`src/rtl/lsf_theta_scheduler.sv`:
```
// -----------------------------------------------------------------------------
// lsf_theta_scheduler
//
// Purpose:
//   Accepts one hit (local x, local y, r offset) at a time and sweeps it across
//   NTHETA theta bins, one bin per cycle. Each issued bin drives the sin/cos LUT
//   address. The captured hit follows the LUT read latency so that it reaches
//   the r-bin datapath in step with the LUT data. A theta tag follows
//   the whole LUT + 2-cycle r-bin datapath latency. Downstream backpressure
//   (stall) freezes the sweep without skipping or repeating a bin. At the last
//   bin a new hit can be taken with no bubble.
//
// Parameters:
//   NTHETA   theta bins per hit (power of 2, 4..256)
//   W_THETA  log2(NTHETA)
//   W_X/W_Y  hit local x / y widths
//   W_r      r offset width
//   LUT_LAT  sin/cos LUT read latency, 0..3 cycles
//
// Ports:
//   clk, rst_n            clock (rising edge), synchronous active-low reset
//   in_vld / in_ready     hit handshake; accepted when both are high
//   in_localx/y/r_offset  hit payload
//   stall                 downstream backpressure, freezes the sweep
//   lut_addr              sin/cos LUT address (current theta index)
//   dp_hit_vld, dp_*      datapath hit valid and payload, aligned to LUT data;
//                         payload reads 0 whenever dp_hit_vld is 0
//   theta_tag             theta index aligned with the r-bin datapath output
//   busy                  sweeping, or issued bins still in flight
//   sweep_done            one-cycle pulse when the last bin of a hit issues
//   hit_count             (only with LSF_SCHED_HITCNT_EN) saturating 16-bit
//                         count of accepted hits
//
// Build option:
//   Define LSF_SCHED_HITCNT_EN to add the hit_count output and its counter.
// -----------------------------------------------------------------------------
module lsf_theta_scheduler #(
  parameter int NTHETA  = 128,
  parameter int W_THETA = 7,
  parameter int W_X     = 14,
  parameter int W_Y     = 14,
  parameter int W_r     = 22,
  parameter int LUT_LAT = 1
) (
  input  logic               clk,
  input  logic               rst_n,
  input  logic               in_vld,
  output logic               in_ready,
  input  logic [W_X-1:0]     in_localx,
  input  logic [W_Y-1:0]     in_localy,
  input  logic [W_r-1:0]     in_r_offset,
  input  logic               stall,
  output logic [W_THETA-1:0] lut_addr,
  output logic               dp_hit_vld,
  output logic [W_X-1:0]     dp_localx,
  output logic [W_Y-1:0]     dp_localy,
  output logic [W_r-1:0]     dp_r_offset,
  output logic [W_THETA-1:0] theta_tag,
  output logic               busy,
`ifdef LSF_SCHED_HITCNT_EN
  output logic [15:0]        hit_count,
`endif
  output logic               sweep_done
);

  // Issue strobe and theta index both travel through the LUT plus the 2-cycle
  // r-bin datapath.
  localparam int DEPTH = LUT_LAT + 2;
  localparam logic [W_THETA-1:0] LAST_THETA = W_THETA'(NTHETA - 1);

  typedef enum logic {
    IDLE,
    SWEEP
  } state_t;

  state_t             r_state, w_state_nxt;
  logic [W_THETA-1:0] r_cnt, w_cnt_nxt;
  logic [W_X-1:0]     r_x;
  logic [W_Y-1:0]     r_y;
  logic [W_r-1:0]     r_r;

  logic               w_issue;
  logic               w_accept;
  logic               w_last;

  logic [DEPTH:1]     r_vld_dly;
  logic [W_THETA-1:0] r_theta_dly [1:DEPTH];

  // ---------------------------------------------------------------------------
  // State, counter and hit capture
  // ---------------------------------------------------------------------------
  // NOTE: sequential state uses non-blocking assignments so every register
  // samples the pre-edge value of every other, independent of block order.
  always_ff @(posedge clk) begin
    if (!rst_n) begin
      r_state <= IDLE;
      r_cnt   <= '0;
      r_x     <= '0;
      r_y     <= '0;
      r_r     <= '0;
    end else begin
      r_state <= w_state_nxt;
      r_cnt   <= w_cnt_nxt;
      if (w_accept) begin
        r_x <= in_localx;
        r_y <= in_localy;
        r_r <= in_r_offset;
      end
    end
  end

  // ---------------------------------------------------------------------------
  // Next state, handshake and issue strobe
  // ---------------------------------------------------------------------------
  // NOTE: every signal written here gets a default first; without it a path
  // that skips an assignment would infer a latch.
  always_comb begin
    w_state_nxt = r_state;
    w_cnt_nxt   = r_cnt;
    w_issue     = 1'b0;
    in_ready    = 1'b0;
    sweep_done  = 1'b0;
    w_last      = (r_cnt == LAST_THETA);

    case (r_state)
      IDLE: begin
        in_ready = 1'b1;
      end
      SWEEP: begin
        if (!stall) begin
          w_issue = 1'b1;
          if (w_last) begin
            sweep_done = 1'b1;
            in_ready   = 1'b1;
          end
        end
      end
      default: ;
    endcase

    // While reset is asserted nothing is offered upstream or issued downstream;
    // in_ready therefore rises in the first cycle after release.
    if (!rst_n) begin
      in_ready   = 1'b0;
      w_issue    = 1'b0;
      sweep_done = 1'b0;
    end

    w_accept = in_vld && in_ready;

    case (r_state)
      IDLE: begin
        if (w_accept) begin
          w_cnt_nxt   = '0;
          w_state_nxt = SWEEP;
        end
      end
      SWEEP: begin
        if (w_issue) begin
          if (w_last) begin
            // Back-to-back reload keeps the sweep going with no bubble.
            w_cnt_nxt   = '0;
            w_state_nxt = w_accept ? SWEEP : IDLE;
          end else begin
            w_cnt_nxt = r_cnt + W_THETA'(1);
          end
        end
      end
      default: begin
        w_state_nxt = IDLE;
        w_cnt_nxt   = '0;
      end
    endcase
  end

  // The counter holds during stall, so the LUT sees the same address until
  // the bin is actually issued.
  assign lut_addr = r_cnt;

  // ---------------------------------------------------------------------------
  // Strobe / theta delay line (LUT latency + r-bin datapath)
  // ---------------------------------------------------------------------------
  // NOTE: these small delay lines are reset explicitly; a mid-sweep reset must
  // flush in-flight strobes so no dp_hit_vld or stale tag escapes afterwards.
  always_ff @(posedge clk) begin
    if (!rst_n) begin
      r_vld_dly <= '0;
      for (int k = 1; k <= DEPTH; k++) r_theta_dly[k] <= '0;
    end else begin
      r_vld_dly      <= {r_vld_dly[DEPTH-1:1], w_issue};
      r_theta_dly[1] <= lut_addr;
      for (int k = 2; k <= DEPTH; k++) r_theta_dly[k] <= r_theta_dly[k-1];
    end
  end

  assign theta_tag = r_theta_dly[DEPTH];
  assign busy      = (r_state == SWEEP) || (|r_vld_dly);

  // ---------------------------------------------------------------------------
  // Datapath hit alignment with LUT data
  // ---------------------------------------------------------------------------
  generate
    if (LUT_LAT == 0) begin : g_nodly
      assign dp_hit_vld  = w_issue;
      assign dp_localx   = w_issue ? r_x : '0;
      assign dp_localy   = w_issue ? r_y : '0;
      assign dp_r_offset = w_issue ? r_r : '0;
    end else begin : g_dly
      logic [W_X-1:0] r_x_dly [1:LUT_LAT];
      logic [W_Y-1:0] r_y_dly [1:LUT_LAT];
      logic [W_r-1:0] r_r_dly [1:LUT_LAT];

      // Payload is zeroed on entry when not issued, so it reads 0 at the
      // output whenever the matching valid is low.
      always_ff @(posedge clk) begin
        if (!rst_n) begin
          for (int k = 1; k <= LUT_LAT; k++) begin
            r_x_dly[k] <= '0;
            r_y_dly[k] <= '0;
            r_r_dly[k] <= '0;
          end
        end else begin
          r_x_dly[1] <= w_issue ? r_x : '0;
          r_y_dly[1] <= w_issue ? r_y : '0;
          r_r_dly[1] <= w_issue ? r_r : '0;
          for (int k = 2; k <= LUT_LAT; k++) begin
            r_x_dly[k] <= r_x_dly[k-1];
            r_y_dly[k] <= r_y_dly[k-1];
            r_r_dly[k] <= r_r_dly[k-1];
          end
        end
      end

      assign dp_hit_vld  = r_vld_dly[LUT_LAT];
      assign dp_localx   = r_x_dly[LUT_LAT];
      assign dp_localy   = r_y_dly[LUT_LAT];
      assign dp_r_offset = r_r_dly[LUT_LAT];
    end
  endgenerate

  // ---------------------------------------------------------------------------
  // Optional accepted-hit counter
  // ---------------------------------------------------------------------------
`ifdef LSF_SCHED_HITCNT_EN
  logic [15:0] r_hit_cnt;

  always_ff @(posedge clk) begin
    if (!rst_n) begin
      r_hit_cnt <= '0;
    end else if (w_accept && (r_hit_cnt != 16'hFFFF)) begin
      r_hit_cnt <= r_hit_cnt + 16'd1;
    end
  end

  assign hit_count = r_hit_cnt;
`endif

endmodule

```
`config.mk`:
```
export PLATFORM = sky130hd
export DESIGN_NAME = lsf_theta_scheduler
export DESIGN_NICKNAME = d
export VERILOG_FILES = /design/src/rtl/lsf_theta_scheduler.sv
export SDC_FILE = /design/constraint.sdc
export NUM_CORES = 1
export LEC_CHECK = 0
export CAP_MARGIN = 25
export CORE_UTILIZATION = 59
export CTS_CLUSTER_SIZE = 20
export DETAILED_ROUTE_END_ITERATION = 12
export DONT_BUFFER_PORTS = 1
export GPL_TIMING_DRIVEN = 0
export HOLD_SLACK_MARGIN = 0.03
export PLACE_DENSITY = 0.8
export SETUP_SLACK_MARGIN = 0.2
export SLEW_MARGIN = 20
export SYNTH_ARGS = -nofsm -noshare
export SYNTH_HDL_FRONTEND = slang
export SYNTH_SLANG_ARGS = --single-unit
```
`constraint.sdc`:
```
create_clock -name clk -period 1.8 [get_ports clk]
set_clock_uncertainty 0.15 [all_clocks]
set_input_delay 0.27 -clock clk [delete_from_list [all_inputs] [get_ports clk]]
set_output_delay 0.27 -clock clk [all_outputs]
set_load 0.02 [all_outputs]
```
# ---- After elaboration in Yosys (flattened, before gate mapping)
# Memory sizes are Yosys's and may differ from the RTL's.
# Cells that the tools add are included.
dict set report word_totals {
  register_bits 61
  latch_bits 0
  ram_bits 71
  rom_bits 0
  inputBits 54
  output_inout_bits 68
  n_memories 4
}
# memory depth word_bits rd rd_clocked_by_memory_dff wr line_no
set mem_list {}
lappend mem_list {g_dly.r_r_dly 1 22 1 0 1 211} ;# logic [W_r-1:0] r_r_dly [1:LUT_LAT];
lappend mem_list {r_theta_dly 3 7 3 0 3 87} ;# logic [W_THETA-1:0] r_theta_dly [1:DEPTH];
lappend mem_list {g_dly.r_x_dly 1 14 1 0 1 209} ;# logic [W_X-1:0] r_x_dly [1:LUT_LAT];
lappend mem_list {g_dly.r_y_dly 1 14 1 0 1 210} ;# logic [W_Y-1:0] r_y_dly [1:LUT_LAT];
dict set report classes {
  n_addsub 1
  n_mul 0
  div 0
  n_lt_le_gt_ge 0
  eq_ne 3
  shifts 0
  muxes 28
  bitwise_logic 7
  reduce_logical 4
}
# operator count
set ops {}
lappend ops {{$mux W14} 4}
lappend ops {{$mux W22} 2}
lappend ops {{$mux W7} 6}
lappend ops {{$pmux W7 S2} 1}
lappend ops {{$mux W1} 13}
lappend ops {{$add A7 B1 Y7 const B} 1}
lappend ops {{$eq A7 B7 Y1 const B} 1}
lappend ops {{$or A1 B1 Y1} 6}
lappend ops {{$pmux W1 S2} 2}
lappend ops {{$reduce_or A3 Y1} 1}
lappend ops {{$ne A2 B1 Y1 const B} 1}
lappend ops {{$ne A2 B2 Y1 const B} 1}
lappend ops {{$reduce_and A2 Y1} 1}
lappend ops {{$logic_and A1 B1 Y1} 1}
lappend ops {{$logic_or A1 B1 Y1} 1}
lappend ops {{$not A1 Y1} 1}

# ---- Longest topological paths before layout
dict set report logic_depth {
  depth_word 10
  mapped_depth 6
  mapped_depth_nobuf 5
}

# ---- Worst setup path after synthesis
# OpenSTA, ideal clock, no wires.
dict set report synth_timing {
  path_kind {register to output}
  start {register r_cnt[0] (netlist: lut_addr[0])}
  end {output in_ready}
  t_arrival_ns 1.457
  path_slack_ns -0.077
  path_stages_with_launch 5
  path_buffers 0
  path_cell_list {dfxtp_1 ha_1 and4b_1 nand4_1 a21oi_1}
}
dict set report synth_via {
  elab_chain_len 5
}
# item line_no
set synth_lines {}
lappend synth_lines {{from (decl)} 77} ;# logic [W_THETA-1:0] r_cnt, w_cnt_nxt;
lappend synth_lines {{from (signal assigned)} 103} ;# r_cnt <= w_cnt_nxt;
lappend synth_lines {{$eq A7 B7 Y1} 123} ;# w_last = (r_cnt == LAST_THETA);
lappend synth_lines {{$mux W1} 132} ;# if (w_last) begin
lappend synth_lines {{$mux W1} 130} ;# if (!stall) begin
lappend synth_lines {{$pmux W1 S2} 125} ;# case (r_state)
lappend synth_lines {{$mux W1} 143} ;# if (!rst_n) begin
lappend synth_lines {{to (decl)} 48} ;# output logic in_ready,
# Every way passes these cells.

# ---- Worst setup path after layout
# Ends and elaborated chain as after synthesis.

==> results.sh <==
export IMPL_reg2reg_depth=9
export IMPL_syn2layout_area_growth_pct=43.3
export IMPL_critical_path_top_delay_cell="sky130_fd_sc_hd__dfxtp_4"
export IMPL_synthesis_area_um2=4270
export IMPL_post_synthesis_sequential_area_ratio_pct=61.8
export IMPL_floorplan_die_height_um=87.1
export IMPL_p_int_mw=5.00
export IMPL_cts_root_buf="sky130_fd_sc_hd__clkbuf_8"
export IMPL_die_area_um2=7590
export IMPL_fmax_mhz=451
export IMPL_critical_path_capture_point_type="primary output"
export IMPL_ys_dominant_reg_cell="sky130_fd_sc_hd__dfxtp_1"
export IMPL_timing_final_setup_violations=58
export IMPL_drt_wl_total_um=12900
export IMPL_gr_usage_all_layers_pct=30.3
export IMPL_asyncSetResetFlopFracSynth_pct=0
export IMPL_synth_distinct_cells=32
export IMPL_proportion_of_layout_cells_with_a_drive_suffix_above_1_pct=26.4
export IMPL_drt_pre_antenna_iters=5
export IMPL_floorplan_io_pins=122
export IMPL_grt_antenna_before_repair=0
export IMPL_status="finished, violations left"
export IMPL_worstReg2RegEnd="r_r[6]"
export IMPL_hold_class="primary input to flip-flop"
export IMPL_combinationalPowerShare_pct=8.5
export IMPL_final_period_utilization_pct=123
export IMPL_cts_tree="yes"
export IMPL_final_hold_violation_count=0
export IMPL_wl_per_cell_um=20.2
export IMPL_finish_utilization_pct=88.6
export IMPL_synth_yosys_warnings=0
export IMPL_port_buffer_count=0
export IMPL_timing_critical_path_buf_inv=0
export IMPL_initialDrtViolationCount=262
export IMPL_critical_path_top_delay_family="simple AND/OR/NAND/NOR gates"
export IMPL_path_cells="ha_4 > and4b_1 > nand4_1 > a21oi_4"
export IMPL_layout_nets=584
export IMPL_grt_max_degree=17
export IMPL_floorplan_rows=30
export IMPL_reg2reg_setup_slack_ns=-0.25
export IMPL_max_cap_violations=0
export IMPL_period_minus_slack_ns=2.22
export IMPL_drc_errors=0
export IMPL_start_kind="flip-flop"
export IMPL_final_antenna_violating_net_count=0
export IMPL_clkLatencyLatePin_ns=0.51
export IMPL_gp_congestion=0.862
export IMPL_die_w_um=87.1
export IMPL_cts_bufs_inserted=17
export IMPL_timing_critical_path_depth=4
export IMPL_synth_nets=489
export IMPL_crit_type="flip-flop to primary output"
export IMPL_power_total_mw=6.63
export IMPL_power_static_leakage_nw=2.39
export IMPL_final_area_um2=6120
export IMPL_gr_total_overflow=0
export IMPL_p_switching_mw=1.63
export IMPL_placed_area_um2=4420
export IMPL_htree_num_levels=4
export IMPL_synth_seq_cells=132
export IMPL_post_synth_inst_count=434
export IMPL_pre_cts_ws_ns=-0.105
export IMPL_design_core_area_um2=6910
export IMPL_drt_vias_per_instance=5.61
export IMPL_maxSlewHeadroom_pct=47.8
export IMPL_pwr_share_clk_pct=45.2
export IMPL_worst_endpoint_arrival_ns=1.80
export IMPL_netSwitchingFraction_pct=24.6
export IMPL_post_dp_hpwl_um=5550
export IMPL_path_max_fanout=5
export IMPL_number_of_sinks_driven_by_the_clock_tree=132
export IMPL_insertedDiodeCount=0
export IMPL_tightest_slew_ns=0.784
export IMPL_power_frac_seq_pct=46.3
export IMPL_crit_end="in_ready"
export IMPL_startpoint="lut_addr[0]"
export IMPL_postLayoutSetupSlackWorst_ns=-0.418
export IMPL_rsz0062_at_grt="yes"
export IMPL_initial_core_util_pct=61.9
export IMPL_power_per_cell_area_nw_per_um2=1080
export IMPL_post_synthesis_average_cell_area_um2=9.85
export IMPL_required_ns=1.38
export IMPL_finalMaxSlewViolations=0
export IMPL_number_of_global_route_vias_before_repair=3352
export IMPL_clock_path_buffers=2
export IMPL_violations="negative setup slack"
export IMPL_grt_first_pass_wirelength_um=16900
export IMPL_synth_enable_flop_cells=0
export IMPL_cts_clk_slew_worst_paths_ns=0.06
export IMPL_detailroute_via_count=3577
export IMPL_power_ir_vdd_worst_mv=0.757
export IMPL_worstReg2RegStart="lut_addr[0]"
export IMPL_timing_critical_path_slowest_cell_delay_ns=0.42
cells by family after synthesis:
family	after synthesis	synth area share (%)
AOI/OAI and AO/OA	63	7.94
xor gates and xnor gates	3	0.615
adders and majority gates	1	0.293
buffers and inverters	39	5.27
DFF	132	61.8
muxes	1	0.234
and+or+nand+nor	195	23.8
cells in the final DEF, fill, tap and decap left out, types with 2 or more instances in the layout:
master,count
sky130_fd_sc_hd__o21ai_2,15
sky130_fd_sc_hd__buf_8,13
sky130_fd_sc_hd__clkinvlp_4,4
sky130_fd_sc_hd__nand4_1,3
sky130_fd_sc_hd__clkbuf_16,17
sky130_fd_sc_hd__dlygate4sd3_1,53
sky130_fd_sc_hd__buf_6,9
sky130_fd_sc_hd__dfxtp_4,2
sky130_fd_sc_hd__nor2_1,5
sky130_fd_sc_hd__and2_1,73
sky130_fd_sc_hd__buf_16,2
sky130_fd_sc_hd__clkbuf_1,9
sky130_fd_sc_hd__buf_2,8
sky130_fd_sc_hd__nor2_2,3
sky130_fd_sc_hd__dfxtp_1,127
sky130_fd_sc_hd__buf_4,11
sky130_fd_sc_hd__nand3_2,22
sky130_fd_sc_hd__clkbuf_2,3
sky130_fd_sc_hd__clkinv_2,6
sky130_fd_sc_hd__o21ai_1,35
sky130_fd_sc_hd__clkinv_4,2
sky130_fd_sc_hd__nand3_4,5
sky130_fd_sc_hd__xnor2_1,3
sky130_fd_sc_hd__dfxtp_2,3
sky130_fd_sc_hd__nand2_1,51
sky130_fd_sc_hd__clkbuf_8,6
sky130_fd_sc_hd__nand3_1,24
sky130_fd_sc_hd__a21oi_1,5
how the worst min path moves through the flow:
stage,startpoint,to,slack [ns],cells past startpoint
after CTS,in_vld,lut_addr[1],0.04,2
after detailed placement,in_vld,r_state,0.25,2
after global routing,in_vld,lut_addr[1],0.05,2
after global placement,in_vld,r_state,0.24,2
final,in_vld,lut_addr[1],0.04,2
after floorplan,in_vld,r_state,0.24,2
cell type report:
| cell class | instances | area, um2 |
|---|---|---|
| Fill cell | 320 | 786 |
| Clock inverter | 13 | 86.3 |
| Timing Repair Buffer | 76 | 845 |
| Multi-Input combinational cell | 263 | 1680 |
| Inverter | 2 | 7.51 |
| Clock buffer | 19 | 432 |
| Tap cell | 96 | 120 |
| Buffer | 37 | 293 |
| Sequential cell | 132 | 2650 |
state kept, by name, summed over array words and instances, names as in the netlist:
signal	cells
g_dly.r_y_dly	14
r_state	1
g_dly.r_r_dly	22
r_x	14
r_y	14
r_vld_dly	3
g_dly.r_x_dly	14
lut_addr	7
r_r	22
r_theta_dly	21
timing repair:
| action | 4_1_cts | 5_1_grt |
|---|---|---|
| resized for setup | 87 | 66 |
| hold buffers | 53 | 0 |
| cloned | 10 | 1 |
| endpoints found under the hold margin | 54 | 0 |
| setup buffers | 9 | 3 |
| pin swaps | 10 | 6 |
| setup endpoints to repair | 106 | 89 |
power groups by stage:
stage / Sequential, mW / Clock (mW) / Combinational, mW
global route: 3.08 / 3.15 / 0.589
detailed placement: 3.12 / 0 / 0.245
CTS: 3.06 / 2.95 / 0.455
finish: 3.07 / 2.99 / 0.561
floorplan: 3.11 / 0 / 0.190
global placement: 3.12 / 0 / 0.237
metrics by stage:
step / hold WS (ns) / TNS [ns] / cells
after floorplan: 0.237 / 0 / 434
after global placement: 0.240 / -3.29 / 530
after global routing: 0.0511 / -11.83 / 638
after detailed placement: 0.253 / -3.57 / 530
after CTS: 0.0355 / -0.803 / 634
final: 0.0424 / -7.64 / 638
synth_stat cells, types with 3 or more instances:
| cell type | number | share of area [%] |
|---|---|---|
| sky130_fd_sc_hd__dfxtp_1 | 132 | 62 |
| sky130_fd_sc_hd__buf_6 | 4 | 1.1 |
| sky130_fd_sc_hd__nand4_1 | 3 | 0.44 |
| sky130_fd_sc_hd__and2_1 | 73 | 11 |
| sky130_fd_sc_hd__xnor2_1 | 3 | 0.62 |
| sky130_fd_sc_hd__nor2_1 | 9 | 0.79 |
| sky130_fd_sc_hd__clkbuf_1 | 12 | 1.1 |
| sky130_fd_sc_hd__o21ai_0 | 42 | 4.9 |
| sky130_fd_sc_hd__nand2_1 | 51 | 4.5 |
| sky130_fd_sc_hd__nand3_1 | 51 | 6.0 |
| sky130_fd_sc_hd__o21ai_1 | 9 | 1.1 |
| sky130_fd_sc_hd__clkbuf_2 | 5 | 0.59 |
| sky130_fd_sc_hd__a21oi_1 | 7 | 0.82 |
| sky130_fd_sc_hd__buf_4 | 9 | 1.6 |
| sky130_fd_sc_hd__buf_2 | 7 | 0.82 |
routing by layer:
layer  up-vias  wire (um)  global-route usage (%)
li1       1615          -                       -
met1      1698       4670                    32.3
met2       211       6790                    54.3
met3        53        893                    9.00
met4         0        513                    15.2
met5         -          0                       0
(Power assumes the default switching activity.)
